File: src/rtl/branch_pkg.sv
// Shared types for the branch controller: opcode fields, condition codes,
// the two-state squash machine and the {N,Z,V,C} flags record.
package branch_pkg;

  localparam logic [5:0] OP_B     = 6'b000101;
  localparam logic [5:0] OP_BL    = 6'b100101;
  localparam logic [7:0] OP_CBZ   = 8'b10110100;
  localparam logic [7:0] OP_CBNZ  = 8'b10110101;
  localparam logic [7:0] OP_BCOND = 8'b01010100;

  typedef enum logic [3:0] {
    COND_EQ = 4'h0, COND_NE = 4'h1, COND_HS = 4'h2, COND_LO = 4'h3,
    COND_MI = 4'h4, COND_PL = 4'h5, COND_VS = 4'h6, COND_VC = 4'h7,
    COND_HI = 4'h8, COND_LS = 4'h9, COND_GE = 4'hA, COND_LT = 4'hB,
    COND_GT = 4'hC, COND_LE = 4'hD, COND_AL = 4'hE, COND_NV = 4'hF
  } cond_e;

  typedef enum logic {
    ST_RUN    = 1'b0,
    ST_SQUASH = 1'b1
  } state_e;

  // Packed with n as the MSB so the struct reads directly as {N,Z,V,C}.
  typedef struct packed {
    logic n;
    logic z;
    logic v;
    logic c;
  } flags_t;

endpackage

File: src/rtl/branch_ctrl_if.sv
// Pipeline-side bundle for branch_ctrl: decode inputs, ALU flags and the
// program-counter control outputs. master = datapath, slave = branch_ctrl.
interface branch_ctrl_if;

  logic [31:0] instr;
  logic        instr_valid;
  logic        rt_zero;
  logic        alu_negative;
  logic        alu_zero;
  logic        alu_overflow;
  logic        alu_carry_out;
  logic        flag_we;
  logic [18:0] cond_addr;
  logic [25:0] br_addr;
  logic        uncondbr;
  logic        br_taken;
  logic        squash;
  logic [3:0]  flags;

  modport master (
    output instr, instr_valid, rt_zero,
    output alu_negative, alu_zero, alu_overflow, alu_carry_out, flag_we,
    input  cond_addr, br_addr, uncondbr, br_taken, squash, flags
  );

  modport slave (
    input  instr, instr_valid, rt_zero,
    input  alu_negative, alu_zero, alu_overflow, alu_carry_out, flag_we,
    output cond_addr, br_addr, uncondbr, br_taken, squash, flags
  );

endinterface

File: src/rtl/cond_eval.sv
// Purely combinational evaluation of a 4-bit B.cond condition code against
// a set of {N,Z,V,C} flags.
module cond_eval
  import branch_pkg::*;
(
  input  flags_t     flags,
  input  logic [3:0] cond,
  output logic       taken
);

  always_comb begin
    // NOTE: every output of a combinational block gets a default before the
    // case so no path leaves it unassigned (which would infer a latch).
    taken = 1'b0;
    case (cond_e'(cond))
      COND_EQ: taken = flags.z;
      COND_NE: taken = !flags.z;
      COND_HS: taken = flags.c;
      COND_LO: taken = !flags.c;
      COND_MI: taken = flags.n;
      COND_PL: taken = !flags.n;
      COND_VS: taken = flags.v;
      COND_VC: taken = !flags.v;
      COND_HI: taken = flags.c && !flags.z;
      COND_LS: taken = !flags.c || flags.z;
      COND_GE: taken = (flags.n == flags.v);
      COND_LT: taken = (flags.n != flags.v);
      COND_GT: taken = !flags.z && (flags.n == flags.v);
      COND_LE: taken = flags.z || (flags.n != flags.v);
      COND_AL,
      COND_NV: taken = 1'b1;
      default: taken = 1'b0;
    endcase
  end

endmodule

File: src/rtl/branch_ctrl.sv
// Branch decode, flags register and one-cycle squash FSM for a single-issue
// pipeline. Define BRANCH_FLAG_FWD_EN to let B.cond see same-cycle ALU flags.
module branch_ctrl
  import branch_pkg::*;
(
  input  logic            clk,
  input  logic            reset,
  branch_ctrl_if.slave    bus
);

  state_e state;
  flags_t flags_q;
  flags_t flags_live;
  flags_t flags_eff;
  logic   is_b;
  logic   is_cbz;
  logic   is_cbnz;
  logic   is_bcond;
  logic   cond_taken;
  logic   raw_taken;
  logic   br_taken;
  logic   uncondbr;

  assign flags_live = '{n: bus.alu_negative, z: bus.alu_zero,
                        v: bus.alu_overflow, c: bus.alu_carry_out};

`ifdef BRANCH_FLAG_FWD_EN
  assign flags_eff = bus.flag_we ? flags_live : flags_q;
`else
  assign flags_eff = flags_q;
`endif

  cond_eval u_cond_eval (
    .flags (flags_eff),
    .cond  (bus.instr[3:0]),
    .taken (cond_taken)
  );

  always_comb begin
    is_b     = (bus.instr[31:26] == OP_B) || (bus.instr[31:26] == OP_BL);
    is_cbz   = (bus.instr[31:24] == OP_CBZ);
    is_cbnz  = (bus.instr[31:24] == OP_CBNZ);
    is_bcond = (bus.instr[31:24] == OP_BCOND) && !bus.instr[4];

    raw_taken = 1'b0;
    if (is_b)          raw_taken = 1'b1;
    else if (is_cbz)   raw_taken = bus.rt_zero;
    else if (is_cbnz)  raw_taken = !bus.rt_zero;
    else if (is_bcond) raw_taken = cond_taken;

    // The slot after a taken branch is a wrong-path fetch, so it may never
    // redirect the PC itself.
    br_taken = reset && bus.instr_valid && (state == ST_RUN) && raw_taken;
    uncondbr = reset && bus.instr_valid && is_b;
  end

  always_ff @(posedge clk) begin
    // NOTE: state registers use non-blocking assignments so every flop
    // samples pre-edge values regardless of statement order.
    if (!reset) begin
      state   <= ST_RUN;
      flags_q <= '0;
    end else begin
      if (bus.flag_we)
        flags_q <= flags_live;
      case (state)
        ST_RUN:    state <= br_taken ? ST_SQUASH : ST_RUN;
        ST_SQUASH: state <= ST_RUN;
        default:   state <= ST_RUN;
      endcase
    end
  end

  assign bus.cond_addr = bus.instr[23:5];
  assign bus.br_addr   = bus.instr[25:0];
  assign bus.uncondbr  = uncondbr;
  assign bus.br_taken  = br_taken;
  assign bus.squash    = reset && (state == ST_SQUASH);
  assign bus.flags     = flags_q;

endmodule
File: src/flat_wrapper.sv
// flat-port wrapper written by rule: the top's interface ports become plain ports
module branch_ctrl_flat import branch_pkg::*;
  (clk, reset, bus_instr, bus_instr_valid, bus_rt_zero, bus_alu_negative, bus_alu_zero, bus_alu_overflow, bus_alu_carry_out, bus_flag_we, bus_cond_addr, bus_br_addr, bus_uncondbr, bus_br_taken, bus_squash, bus_flags);
  branch_ctrl_if bus_i ();
  input  logic clk;
  input  logic reset;
  input wire logic [$bits(bus_i.instr)-1:0] bus_instr;
  input wire logic [$bits(bus_i.instr_valid)-1:0] bus_instr_valid;
  input wire logic [$bits(bus_i.rt_zero)-1:0] bus_rt_zero;
  input wire logic [$bits(bus_i.alu_negative)-1:0] bus_alu_negative;
  input wire logic [$bits(bus_i.alu_zero)-1:0] bus_alu_zero;
  input wire logic [$bits(bus_i.alu_overflow)-1:0] bus_alu_overflow;
  input wire logic [$bits(bus_i.alu_carry_out)-1:0] bus_alu_carry_out;
  input wire logic [$bits(bus_i.flag_we)-1:0] bus_flag_we;
  output wire logic [$bits(bus_i.cond_addr)-1:0] bus_cond_addr;
  output wire logic [$bits(bus_i.br_addr)-1:0] bus_br_addr;
  output wire logic [$bits(bus_i.uncondbr)-1:0] bus_uncondbr;
  output wire logic [$bits(bus_i.br_taken)-1:0] bus_br_taken;
  output wire logic [$bits(bus_i.squash)-1:0] bus_squash;
  output wire logic [$bits(bus_i.flags)-1:0] bus_flags;
  assign bus_i.instr = bus_instr;
  assign bus_i.instr_valid = bus_instr_valid;
  assign bus_i.rt_zero = bus_rt_zero;
  assign bus_i.alu_negative = bus_alu_negative;
  assign bus_i.alu_zero = bus_alu_zero;
  assign bus_i.alu_overflow = bus_alu_overflow;
  assign bus_i.alu_carry_out = bus_alu_carry_out;
  assign bus_i.flag_we = bus_flag_we;
  assign bus_cond_addr = bus_i.cond_addr;
  assign bus_br_addr = bus_i.br_addr;
  assign bus_uncondbr = bus_i.uncondbr;
  assign bus_br_taken = bus_i.br_taken;
  assign bus_squash = bus_i.squash;
  assign bus_flags = bus_i.flags;
  branch_ctrl u_core (.clk(clk), .reset(reset), .bus(bus_i));
endmodule
File: config.mk
export PLATFORM = sky130hd
export DESIGN_NAME = branch_ctrl_flat
export DESIGN_NICKNAME = d
export VERILOG_FILES = /design/src/rtl/branch_pkg.sv /design/src/rtl/branch_ctrl_if.sv /design/src/rtl/cond_eval.sv /design/src/rtl/branch_ctrl.sv /design/src/flat_wrapper.sv
export SDC_FILE = /design/constraint.sdc
export NUM_CORES = 1
export LEC_CHECK = 0
export ABC_AREA = 1
export BUFFER_PORTS_ARGS = -buffer_cell sky130_fd_sc_hd__buf_2
export CORE_MARGIN = 8
export CORE_UTILIZATION = 37
export DETAILED_ROUTE_END_ITERATION = 7
export PLACE_DENSITY = 0.95
export SYNTH_ARGS = -nofsm -noshare
export SYNTH_HDL_FRONTEND = slang
export SYNTH_HIERARCHICAL = 1
export SYNTH_SLANG_ARGS = --single-unit
File: constraint.sdc
create_clock -name clk -period 2.3 [get_ports clk]
set_clock_uncertainty 0.2 [all_clocks]
set_input_delay 0.46 -clock clk [delete_from_list [all_inputs] [get_ports clk]]
set_output_delay 0.46 -clock clk [all_outputs]
set_load 0.05 [all_outputs]
**Word-level counts from Yosys, hierarchy flattened**

Index checks and enable logic that the tools add are counted.

- Reduce and logical (&&, ||, !) cells: 19
- Bitwise gates (word level): 1
- Equal/unequal tests: 22
- Multiplexer cells: 7

Operator list:

| kind | number |
|---|---|
| $eq 4x4->1 const B | 8 |
| $eq 4x3->1 const B | 4 |
| $eq 8x8->1 const B | 2 |
| $pmux 1 s15 | 1 |
| $eq 4x2->1 const B | 2 |
| $eq 8x7->1 const B | 1 |
| $logic_and 1x1->1 | 8 |
| $eq 6x3->1 const B | 1 |
| $eq 6x6->1 const B | 1 |
| $logic_not 1->1 | 6 |
| $mux 1 | 5 |
| $eq 4x1->1 const B | 1 |
| $logic_not 4->1 | 1 |
| $logic_or 1x1->1 | 3 |
| $pmux 1 s2 | 1 |
| $reduce_or 2->1 | 1 |
| $eq 1x1->1 | 1 |
| $ne 1x1->1 | 1 |
| $not 1->1 | 1 |

- Logic and storage cells: 54
- Bits of input ports: 41
- Bits in registers: 5

**Longest topological paths before layout**

- Depth in word-level cells: 10
- Depth in mapped cells: 12

**By module**

Netlist, hierarchy kept.

Modules (own cells, without submodules):

| module | times used | cells an instance | seq. area each (sq um) | area an instance (sq um) |
|---|---|---|---|---|
| branch_ctrl | 1 | 89 | 100.1 | 620.6 |
| cond_eval | 1 | 52 | 0.0 | 232.7 |

**Least setup slack after synthesis**

Ideal clock, no wire load.

- Kind: register -> output
- Start point: register u_core.flags_q, in the netlist u_core/bus.flags[3]
- End point: output port bus_br_taken
- Stages on the path, launching flop included: 13
- Slack: -0.495 ns
- Data required time: 1.640 ns
- Data arrival time: 2.135 ns
- Cell sequence: dfxtp_1 -> inv_1 -> nand2_1 -> nand2_1 -> nand2_1 -> nand2_1 -> nand2_1 -> nor2_2 -> nand4_2 -> nand3_1 -> nand2_1 -> nand2_1 -> a21oi_1

- Cells in the longest elaborated chain, start to end: 8
- Elaborated cells between the ends (all ways): 11

RTL lines:

| item | line | text |
|---|---|---|
| start: declaration | branch_ctrl.sv:12 | `flags_t flags_q;` |
| start signal: assignment | branch_ctrl.sv:65 | `flags_q <= flags_live;` |
| $ne 1x1->1 / $eq 1x1->1 (equally long branches) | - |  |
| $logic_or 1x1->1 / $logic_and 1x1->1 (equally long branches) | cond_eval.sv:29, cond_eval.sv:28 |  |
| $pmux 1 s15 * | cond_eval.sv:15 | `case (cond_e'(cond))` |
| via u_core.cond_taken | branch_ctrl.sv:19 | `logic cond_taken;` |
| $mux 1 * | branch_ctrl.sv:49 | `else if (is_bcond) raw_taken = cond_taken;` |
| $mux 1 * | branch_ctrl.sv:48 | `else if (is_cbnz) raw_taken = !bus.rt_zero;` |
| $mux 1 * | branch_ctrl.sv:47 | `else if (is_cbz) raw_taken = bus.rt_zero;` |
| $mux 1 * | branch_ctrl.sv:46 | `if (is_b) raw_taken = 1'b1;` |
| $logic_and 1x1->1 * | branch_ctrl.sv:53 | `br_taken = reset && bus.instr_valid && (state == ST_RUN) && raw_taken;` |
| end: declaration | flat_wrapper.sv:18 | `output wire logic [$bits(bus_i.br_taken)-1:0] bus_br_taken;` |

Mark *: on every way through the listed nets, which the timed path passes. The rest lies on a longest branch.

**Final worst setup path**

- Start point: register u_core.flags_q, in the netlist u_core/bus.flags[1]
- End point: output port bus_br_taken

Same word-level chain as after synthesis.

==> out/results.ini <==
[floorplanning]
initial_core_util = 0.389
placementRows = 17
die_w_um = 64.0
die_h_um = 64.0
num_io_pins = 93
dieArea_sq_um = 4100
core-area_sq_um = 2190

[routing]
wl_per_cell_um = 11.2
postRouteAntennaNets = 0
drt_first_pass_iters = 4
num_vias = 771
drt-vias-per-instance = 4.59
first_iter_violations = 6
wl_um = 1880
remaining_drc_errors = 0

[global_routing]
use_met1 = 0.0847
grt_pass1_wl_um = 2870
first_global_vias = 750
grt.total_usage = 0.0817
antenna_found_initial = 0
grt_max_degree = 9
overflow = 0
grtUsageMet2 = 0.133
met3_usage = 0.0209
busiest_layer = met2

[worst_setup_path]
crit_path_start_kind = flip-flop
critPathKind = reg -> out
slowest_stage = dfxtp_4
path_max_fanout = 4
path_cells = inv_2 -> nand2_2 -> nand2_2 -> nand2_2 -> nand2_1 -> nand2_1 -> nor2_2 -> nand4_2 -> nand3_2 -> nand2_2 -> nand2_2 -> a21oi_4 -> buf_6
critPathArrivalTime_ns = 1.60
path_common_cell = nand2_2
critPathCaptureType = output pin
slowest_delay_ns = 0.36
required_ns = 1.64

[sta]
whs_ns = 0.241
final-max-slew-violation-count = 0
tns_ns = 0
rsz0062_at_grt = true
hold_viol = 0
timing.final.crit_period_ns = 2.26
setup_ws_ns = 0.0367
slew_headroom = 0.832
tightest_slew_ns = 0.254
setup_viol = 0
fmax_mhz = 442
finalCritPeriodShare = 0.984

[placement]
port_buffers = 35
dpl.hpwl_um = 1480
place_inst = 161
placedInstanceArea_sq_um = 757
dp_slack_ns = -0.135
gp_congestion = 0.781

[final_layout]
utilization = 0.407
fin_cells = 168
area_growth_pct = 4.55
n_fill_cell = 231
final_common_cell = buf_2
postLayoutCellArea_sq_um = 892
diodes = 0
final_cell_mix = buf_2 (30), nor2_1 (18), nand2_1 (17), nand3_1 (9), inv_1 (8)
fin_nets = 182
layout-drive-gt1-share = 0.550

[logic_synthesis]
syn_nets = 182
ys.warnings.count = 6
synth-seq-cells = 5
netlist-cell-type-count = 18
ys_seq_area_frac = 0.117
syn_avg_cell_area_sq_um = 6.05
syn_area_sq_um = 853
netlist_instances = 141

[cts]
h-tree-depth = 1
cts_buffers = 3
clock-sinks = 5
cts_tree = yes
cts.reportedPaths.clkPinSlew_ns = 0.04
cts.path.max_buffers = 2
clock_latency_ns = 0.25
cts-root-buf = clkbuf_4

[pwr]
peakVddDrop_mv = 0.305
leakage_nw = 0.469
p_per_area_nw_per_um2 = 404
finalPower_mw = 0.361

[job]
max_cap_violations = 0

[min_path]
hold_class = in -> reg

[run_status]
outcome = completed

-- critical path, delay by kind of cell (launching register included) --
kind	cells	cell delay [ns]
flops	1	0.36
simple gates	10	0.66
buf+inv	2	0.21
compound gates	1	0.12
-- Yosys cell counts --
library cell,number,share of area
buf_4,45,0.40
o21ai_0,1,0.0059
nor3_2,2,0.023
nand4_2,1,0.015
o21ai_1,3,0.018
nor2_1,21,0.092
nand3_1,11,0.065
dfxtp_1,5,0.12
nor2_2,3,0.022
nor3_1,1,0.0059
a21oi_1,3,0.018
inv_1,11,0.048
nand2_1,24,0.11
nand3b_1,2,0.018
clkinv_1,2,0.0088
o21bai_2,1,0.013
inv_2,4,0.018
nand3_2,1,0.012
-- cell families (layout without fill, tap and decap cells) --
family	after synthesis	after routing	synth area share
and+or+nand+nor	66	66	0.358
AOI/OAI and AO/OA	8	8	0.0542
DFF	5	5	0.117
buffers and inverters	62	61	0.471
-- path summary, 6_finish.rpt --
| kind | from | to | slack, ns | cells past startpoint |
|---|---|---|---|---|
| worst max register to register | u_core/bus.flags[1] | u_core/state | 0.78 | 12 |
| worst min-delay path | bus_alu_negative | u_core/bus.flags[3] | 0.24 | 3 |
| worst min register to register | u_core/bus.flags[2] | u_core/bus.flags[2] | 0.35 | 2 |
| worst max-delay path | u_core/bus.flags[1] | bus_br_taken | 0.04 | 13 |
-- sequential cells by signal, summed over array words and instances (netlist names) --
| register | cells |
|---|---|
| u_core/bus.flags | 4 |
| u_core/state | 1 |
-- layer usage --
metal  vias up  share of wire  routed length, um
li1        390              -                  -
met1       331           0.39                736
met2        38           0.49                927
met3        12          0.079                148
met4         0          0.036                 67
met5         -              0                  0
-- layout make-up --
class	instances	area (sq um)	area share
multi-input cells	74	417	0.467
repair buffers	40	240	0.269
flip-flops and latches	5	110	0.123
inverters	17	63.8	0.0715
well taps	28	35.0	0.0393
clock buffers	4	26.3	0.0295
-- report_power, final --
group	internal (mW)	switching, mW	leakage, nW
logic	0.0566	0.102	0.411
registers	0.0921	0.00668	0.0431
clock network	0.0657	0.0373	0.0150
total	0.214	0.146	0.469
-- timing repair --
item,in CTS,in global routing
hold buffers,0,0
buffers inserted,0,3
endpoints found under the setup margin,1,1
pin swaps,0,12
cloned,0,0
gates resized for setup,9,26
No activity file was read; power rests on OpenSTA's default activity.
